## config.mk

```make
export PLATFORM = sky130hd
export DESIGN_NAME = control_merge_dataless_flat
export DESIGN_NICKNAME = d
export VERILOG_FILES = /design/src/rtl/control_merge_dataless_if.sv /design/src/rtl/control_merge_dataless.sv /design/src/flat_wrapper.sv
export SDC_FILE = /design/constraint.sdc
export NUM_CORES = 1
export LEC_CHECK = 0
export BUFFER_PORTS_ARGS = -buffer_cell sky130_fd_sc_hd__buf_2
export CAP_MARGIN = 10
export CORE_AREA = 2 2 39 41
export DETAILED_ROUTE_END_ITERATION = 12
export DIE_AREA = 0 0 41 43
export SYNTH_ARGS = -nofsm -noshare
export SYNTH_HDL_FRONTEND = slang
export SYNTH_SLANG_ARGS = --single-unit
export TNS_END_PERCENT = 1
```

## constraint.sdc

```tcl
create_clock -name clk -period 2.1 [get_ports clk]
set_input_delay 0 -clock clk [delete_from_list [all_inputs] [get_ports clk]]
set_output_delay 0 -clock clk [all_outputs]
set_load 0.02 [all_outputs]
```

## src/rtl/control_merge_dataless_if.sv

```systemverilog
// control_merge_dataless_if
//   Handshake bundle for the dataless control merge.
//   slave  : view used by control_merge_dataless (consumes ins_valid and the
//            two consumer readies, drives everything else)
//   master : view used by the surrounding network / environment
// Signals
//   ins_valid   [SIZE]         per-input token valid
//   ins_ready   [SIZE]         per-input ready, at most one bit high
//   outs_valid / outs_ready    dataless control token handshake
//   index       [INDEX_WIDTH]  source input of the current token
//   index_valid / index_ready  index handshake
interface control_merge_dataless_if #(
  parameter int SIZE        = 2,
  parameter int INDEX_WIDTH = 1
);
  logic [SIZE-1:0]        ins_valid;
  logic [SIZE-1:0]        ins_ready;
  logic                   outs_valid;
  logic                   outs_ready;
  logic [INDEX_WIDTH-1:0] index;
  logic                   index_valid;
  logic                   index_ready;

  modport slave (
    input  ins_valid, outs_ready, index_ready,
    output ins_ready, outs_valid, index, index_valid
  );

  modport master (
    output ins_valid, outs_ready, index_ready,
    input  ins_ready, outs_valid, index, index_valid
  );
endinterface

```

## src/rtl/control_merge_dataless.sv

```systemverilog
// control_merge_dataless
//   Dataless control merge: arbitrates among SIZE token inputs, passes the
//   winner's index through a one-slot transparent buffer, then eagerly forks
//   the token into a dataless control output and an index output.
//   Zero latency when both consumers are ready; one token per cycle.
// Ports
//   clk  clock, rising edge
//   rst  asynchronous, active-high reset
//   cm   control_merge_dataless_if.slave handshake bundle
// Build option
//   CMERGE_DATALESS_RR_ARB_EN : round-robin arbitration (pointer register
//   last_q). Undefined: fixed lowest-index priority, no pointer.
//
// Buffer state
//   state     | meaning
//   BUF_EMPTY | buffer transparent, grant flows straight to the fork
//   BUF_FULL  | index held in held_q until the fork completes
module control_merge_dataless #(
  parameter int SIZE        = 2,
  parameter int INDEX_WIDTH = 1
) (
  input  logic                      clk,
  input  logic                      rst,
  control_merge_dataless_if.slave   cm
);

  typedef enum logic {
    BUF_EMPTY = 1'b0,
    BUF_FULL  = 1'b1
  } buf_state_e;

  buf_state_e             state_q, state_d;
  logic [INDEX_WIDTH-1:0] held_q, held_d;
  logic [1:0]             sent_q, sent_d;

  logic                   any;
  logic [INDEX_WIDTH-1:0] grant;
  logic                   full;
  logic                   buf_ready;
  logic                   buf_valid;
  logic [INDEX_WIDTH-1:0] buf_data;
  logic [SIZE-1:0]        ins_ready;
  logic                   outs_valid;
  logic                   index_valid;
  logic [1:0]             done;
  logic                   fork_ready;

`ifdef CMERGE_DATALESS_RR_ARB_EN
  logic [INDEX_WIDTH-1:0] last_q, last_d;
  int                     rr_idx;

  // Scan offsets from far to near so the nearest valid input after last_q
  // is the one left in grant.
  always_comb begin
    grant  = '0;
    rr_idx = 0;
    for (int k = SIZE; k >= 1; k--) begin
      rr_idx = (int'(last_q) + k) % SIZE;
      if (cm.ins_valid[rr_idx]) grant = INDEX_WIDTH'(rr_idx);
    end
  end
`else
  always_comb begin
    grant = '0;
    for (int i = SIZE - 1; i >= 0; i--) begin
      if (cm.ins_valid[i]) grant = INDEX_WIDTH'(i);
    end
  end
`endif

  always_comb begin
    any        = |cm.ins_valid;
    full       = (state_q == BUF_FULL);
    buf_ready  = ~full;
    buf_valid  = full | any;
    buf_data   = full ? held_q : grant;

    ins_ready  = '0;
    for (int i = 0; i < SIZE; i++) begin
      ins_ready[i] = any & buf_ready & (grant == INDEX_WIDTH'(i));
    end

    outs_valid  = buf_valid & ~sent_q[0];
    index_valid = buf_valid & ~sent_q[1];

    done[0]    = sent_q[0] | (outs_valid  & cm.outs_ready);
    done[1]    = sent_q[1] | (index_valid & cm.index_ready);
    fork_ready = done[0] & done[1];

    // Token survives the edge only if some side has not handshaked yet.
    state_d = BUF_EMPTY;
    sent_d  = '0;
    if (buf_valid & ~fork_ready) begin
      state_d = BUF_FULL;
      sent_d  = done;
    end

    held_d = held_q;
    if (~full & any & ~fork_ready) held_d = grant;
  end

`ifdef CMERGE_DATALESS_RR_ARB_EN
  always_comb begin
    last_d = last_q;
    if (|(cm.ins_valid & ins_ready)) last_d = grant;
  end

  always_ff @(posedge clk or posedge rst) begin
    if (rst) last_q <= INDEX_WIDTH'(SIZE - 1);
    else     last_q <= last_d;
  end
`endif

  always_ff @(posedge clk or posedge rst) begin
    if (rst) begin
      state_q <= BUF_EMPTY;
      held_q  <= '0;
      sent_q  <= '0;
    end else begin
      state_q <= state_d;
      held_q  <= held_d;
      sent_q  <= sent_d;
    end
  end

  assign cm.ins_ready   = ins_ready;
  assign cm.outs_valid  = outs_valid;
  assign cm.index_valid = index_valid;
  assign cm.index       = buf_data;

endmodule

```

## src/flat_wrapper.sv

```systemverilog
// flat-port wrapper written by rule: the top's interface ports become plain ports
module control_merge_dataless_flat 
#(
  parameter int SIZE        = 2,
  parameter int INDEX_WIDTH = 1
)
  (clk, rst, cm_ins_valid, cm_outs_ready, cm_index_ready, cm_ins_ready, cm_outs_valid, cm_index, cm_index_valid);
  control_merge_dataless_if #(.SIZE(SIZE), .INDEX_WIDTH(INDEX_WIDTH)) cm_i ();
  input  logic clk;
  input  logic rst;
  input wire logic [$bits(cm_i.ins_valid)-1:0] cm_ins_valid;
  input wire logic [$bits(cm_i.outs_ready)-1:0] cm_outs_ready;
  input wire logic [$bits(cm_i.index_ready)-1:0] cm_index_ready;
  output wire logic [$bits(cm_i.ins_ready)-1:0] cm_ins_ready;
  output wire logic [$bits(cm_i.outs_valid)-1:0] cm_outs_valid;
  output wire logic [$bits(cm_i.index)-1:0] cm_index;
  output wire logic [$bits(cm_i.index_valid)-1:0] cm_index_valid;
  assign cm_i.ins_valid = cm_ins_valid;
  assign cm_i.outs_ready = cm_outs_ready;
  assign cm_i.index_ready = cm_index_ready;
  assign cm_ins_ready = cm_i.ins_ready;
  assign cm_outs_valid = cm_i.outs_valid;
  assign cm_index = cm_i.index;
  assign cm_index_valid = cm_i.index_valid;
  control_merge_dataless #(.SIZE(SIZE), .INDEX_WIDTH(INDEX_WIDTH)) u_core (.clk(clk), .rst(rst), .cm(cm_i));
endmodule
```

## Word level (Yosys, flattened, before mapping)

Cells that the tools add are included.

| word-level totals | value |
|---|---|
| flip-flop bits (word level) | 4 |
| latch bits | 0 |
| RAM bits | 0 |
| ROM bits | 0 |
| input bits | 6 |
| output and inout port bits | 5 |
| word-level logic and storage cells | 27 |
| memories | 0 |

| operators by class | value |
|---|---|
| add/subtract/negate cells | 0 |
| multipliers | 0 |
| divide/modulo/power cells | 0 |
| $lt $le $gt $ge | 0 |
| equality and inequality tests | 0 |
| shift operators | 0 |
| multiplexer cells | 5 |
| bitwise gates (word level) | 18 |
| reduce and logical (&&, ||, !) cells | 1 |

Operator list:

| cell | number |
|---|---|
| $and A1 B1 Y1 | 10 |
| $not A1 Y1 | 5 |
| $mux W1 | 4 |
| $or A1 B1 Y1 | 3 |
| $mux W2 | 1 |
| $reduce_or A2 Y1 | 1 |

## Logic depth before layout (Yosys ltp)

| logic depth | value |
|---|---|
| depth in word-level cells | 9 |
| gate-level depth with buffers | 3 |
| gate-level depth less buffers | 3 |

## Worst setup path after synthesis

OpenSTA, ideal clock, no wires.

| timing | value |
|---|---|
| path type | flip-flop to flip-flop |
| start point | reg u_core.state_q, in the netlist u_core.full |
| end point | reg u_core.held_q |
| setup time | 95 ps |
| data arrival time | 1333 ps |
| required time | 2005 ps |
| path slack | 671 ps |
| cell stages (with the launch flop) | 4 |
| path buffers | 0 |
| period minus slack after synthesis | 1429 ps |
| path through | dfrtp_1 nor3b_1 a22oi_1 o31ai_1 |

| between the ends | value |
|---|---|
| word-level cells in the longest chain between the ends | 7 |
| elaborated cells between the ends (all ways) | 12 |
| those cells by class | bitwise: 12 |

RTL lines:

| element | RTL line | text |
|---|---|---|
| start, declared | control_merge_dataless.sv:32 | `buf_state_e state_q, state_d;` |
| start signal, assigned | control_merge_dataless.sv:120 | `state_q <= state_d;` |
| $or A1 B1 Y1 | control_merge_dataless.sv:75 | `buf_valid = full \| any;` |
| $and A1 B1 Y1 (on tied branches) | control_merge_dataless.sv:83, control_merge_dataless.sv:84 |  |
| $and A1 B1 Y1 (on tied branches) | control_merge_dataless.sv:86, control_merge_dataless.sv:87 |  |
| $or A1 B1 Y1 (on tied branches) | control_merge_dataless.sv:86, control_merge_dataless.sv:87 |  |
| $and A1 B1 Y1 | control_merge_dataless.sv:88 | `fork_ready = done[0] & done[1];` |
| $not A1 Y1 | control_merge_dataless.sv:99 | `if (~full & any & ~fork_ready) held_d = grant;` |
| $and A1 B1 Y1 (*) | control_merge_dataless.sv:99 |  |
| end signal, assigned | control_merge_dataless.sv:121 | `held_q <= held_d;` |
| end, declared | control_merge_dataless.sv:33 | `logic [INDEX_WIDTH-1:0] held_q, held_d;` |

Mark *: on every way between the ends. The rest lies on a longest branch, timed or not.
A chain may end at the register's enable or synchronous reset.

## Final worst setup path

| timing | value |
|---|---|
| start point | reg u_core.state_q, in the netlist u_core.full |
| end point | out cm_index_valid |

| between the ends | value |
|---|---|
| word-level cells in the longest chain between the ends | 2 |

RTL lines:

| element | RTL line | text |
|---|---|---|
| $or A1 B1 Y1 | control_merge_dataless.sv:75 |  |
| $and A1 B1 Y1 | control_merge_dataless.sv:84 | `index_valid = buf_valid & ~sent_q[1];` |
| end, declared | flat_wrapper.sv:17 | `output wire logic [$bits(cm_i.index_valid)-1:0] cm_index_valid;` |

No other way between the ends.

==> results.rst <==
.. list-table::
   :header-rows: 1

   * - Metric
     - Value
   * - Most frequent cells in the layout
     - 10 x buf_2, 4 x dfrtp_1, 3 x nor2_1, 3 x clkbuf_4, 3 x dlygate4sd3_1
   * - Detail Route Antenna Nets
     - 0
   * - Max-slew violation count
     - 0
   * - Psw
     - 0.0000908 W
   * - Buffer and inverter count on the worst path
     - 1
   * - Final global-route overflow total
     - 0
   * - Number of DRC violations after detailed-routing iteration 0
     - 1
   * - #FFs+latches synth
     - 4
   * - Via count
     - 236
   * - Area Growth Syn to Fin
     - 55.1%
   * - Total clock buffers created by CTS
     - 3
   * - Cell at the slowest stage of the critical path
     - dfrtp_1
   * - Mapped Nets
     - 29
   * - Biggest area contributors in the synthesized netlist
     - dfrtp_1 45%, nor4_1 5.6%, nor2_1 5.1%
   * - Placed instance count
     - 49
   * - Fin crit share
     - 60.7%
   * - Pwr/cell area
     - 845 nW/um^2
   * - Commonest non-fill, non-tap cell in the layout
     - buf_2
   * - Clock transition at the registers of the reported paths
     - 30 ps
   * - Total half-perimeter wirelength after legalization and detailed placement
     - 393 um
   * - Setup repair after global routing missed its margin
     - false
   * - CTS H-tree depth
     - 1
   * - Critical path launch point type
     - flip-flop
   * - Area used by sequential logic in the layout
     - 100 um^2
   * - Result of the run
     - finished clean
   * - Sequential cell area fraction in the yosys report
     - 44.9%
   * - Min cycle time layout
     - 1270 ps
   * - Worst IR Drop VDD
     - 193 uV
   * - GRT Resource Usage Total
     - 7.06%
   * - Count of boundary I/O pins
     - 11
   * - Leakage power
     - 0.164 nW
   * - Number of instances resized during post-cts repair
     - 0
   * - Part of the total power dissipated in combinational logic
     - 31.3%
   * - Clock tree from TritonCTS
     - done
   * - Area of the multi-input gates
     - 115 um^2
   * - Total Routed Length
     - 475 um
   * - Count of port buffers added during placement
     - 10
   * - Hold WC Path Type
     - in -> reg
   * - Peak per-stage delay on the critical path
     - 420 ps
   * - Floorplan die width
     - 41 um
   * - Max frequency
     - 0.785 GHz
   * - Post-CTS Hold Fix Bufs
     - 3
   * - Largest net degree at the start of global routing
     - 7
   * - Number of synthesis warnings
     - 0
   * - Element type at the critical path end
     - output port
   * - Number of nets in the finished design
     - 47
   * - Drt first pass iters
     - 2
   * - Sum of internal, switching and leakage power
     - 0.000292 W
   * - Final cell count without fillers
     - 55
   * - Number of rows created at floorplan
     - 14
   * - Post-Route Skew
     - 0.190 ps
   * - Final WS setup
     - 826 ps
   * - Number of instances in the synthesized netlist
     - 23
   * - Clock power frac
     - 31.5%
   * - Via count of the first global-routing pass
     - 230
   * - Area of the mapped netlist
     - 223 um^2
   * - Routed len/inst
     - 8.64 um
   * - Post-CTS Setup Inserts
     - 0
   * - Area of the placeable core
     - 1380 um^2
   * - P_int
     - 0.000201 W
   * - Number of distinct library cells after synthesis
     - 16
   * - Share of the core filled with cells
     - 25.0%
   * - Final weighted congestion of routability-driven global placement
     - 0.693
   * - Switching share of power
     - 31.1%
   * - Total inserted antenna cells
     - 0
   * - Post-Syn Area per Cell
     - 9.68 um^2
   * - Final hold violations
     - 0
   * - FILL cells
     - 159
   * - Pre-CTS setup slack
     - 837 ps
   * - Maximum capacitance violations
     - 0
   * - DRC violation count after routing
     - 0
   * - Max Root-Sink Buffers
     - 2
   * - Area of the die
     - 1760 um^2
   * - Cell breakdown of the critical path
     - nor3_1, nor2_1, buf_2
   * - CTS sink count
     - 4
   * - Worst relative slew slack
     - 73.2%
   * - Root Buffer Master
     - clkbuf_4
   * - Arrival time of the worst setup path
     - 1270 ps
   * - Kind of cell adding the most delay to the critical path
     - simple AND/OR/NAND/NOR gates
   * - Sequential group share of total power
     - 37.1%
   * - Proportion of layout cells with a drive suffix above 1
     - 43.6%
   * - Die height
     - 43 um
   * - Antenna violations before repair
     - 0
   * - Data required time at the worst endpoint
     - 2100 ps
   * - Dominant cell type by area after synthesis
     - dfrtp_1
   * - # setup viols final
     - 0
   * - Global-route wire length before repair
     - 765 um
   * - Share of the synthesized area in the top cell type
     - 44.9%
   * - Slew @ Worst Pin
     - 399 ps
   * - Clock latency of the later-clocked register in the worst-skew pair
     - 230 ps
   * - Maximum net fanout on the critical path
     - 6
   * - Initial core utilization
     - 16.1%
   * - TNS Setup
     - 0 ps
   * - Mean number of vias per cell
     - 4.29
   * - Crit Path Class
     - reg -> out
-- worst min-delay path, cell delays in order --
cell and delay [ps]:
buf_2 110, or3_4 140, o21a_1 110
-- final timing paths --
kind	from	end	slack, ps	depth (start not counted)
worst max-delay path	u_core.full	cm_index_valid	830	3
worst min-delay path	cm_ins_valid[1]	u_core.full	160	3
worst max register to register	u_core.full	u_core.held_q	850	3
worst min register to register	u_core.sent_q[1]	u_core.sent_q[0]	510	1
max in group asynchronous	rst	u_core.held_q	1760	3
min in group asynchronous	rst	u_core.sent_q[1]	190	3
-- layout make-up --
cell class | count | area share (%)
clock buffer | 3 | 6.52
inverter | 2 | 2.17
multi-input combinational | 17 | 33.3
sequential | 4 | 29.0
tap | 16 | 5.80
timing repair buffer | 13 | 23.2
-- kinds of logic after synthesis --
kind of cell / after synthesis / synth area share [%]
simple gates: 9 / 25.3
compound gates: 8 / 26.4
flops: 4 / 44.9
buf+inv: 2 / 3.37
-- metal layers --
metal / GRT usage (%) / wire (um) / up-vias
met3: 3.14 / 44 / 0
met2: 10.9 / 243 / 7
met5: 0 / 0 / -
met1: 5.56 / 187 / 109
met4: 8.00 / 0 / 0
li1: - / - / 120
-- registers in the layout (all words and copies together), names as in the netlist --
| name | flops |
|---|---|
| u_core.sent_q | 2 |
| u_core.full | 1 |
| u_core.held_q | 1 |
-- through the flow --
stage	instance area (um^2)	hold slack (ps)
6_report	345	159
5_1_grt	345	175
4_1_cts	345	151
3_5_place_dp	293	-109
3_3_place_gp	293	-111
2_1_floorplan	223	-234
-- power groups by stage --
| stage | registers, W | clock network [W] | logic [W] |
|---|---|---|---|
| 4_1_cts | 0.000109 | 0.0000997 | 0.0000941 |
| 5_1_grt | 0.000112 | 0.0000996 | 0.000104 |
| 2_1_floorplan | 0.000106 | 0 | 0.0000638 |
| 3_5_place_dp | 0.000110 | 0 | 0.0000898 |
| 6_report | 0.000108 | 0.0000920 | 0.0000915 |
| 3_3_place_gp | 0.000109 | 0 | 0.0000890 |
-- synthesized netlist by cell type --
library cell,number
a21o_2,1
a21oi_1,1
a21oi_2,1
a22oi_1,1
and2b_2,1
dfrtp_1,4
inv_1,2
nor2_1,3
nor3_1,1
nor3b_1,1
nor4_1,2
o21a_1,1
o21bai_1,1
o22ai_1,1
o31ai_1,1
or3_4,1
(Power assumes the default switching activity.)
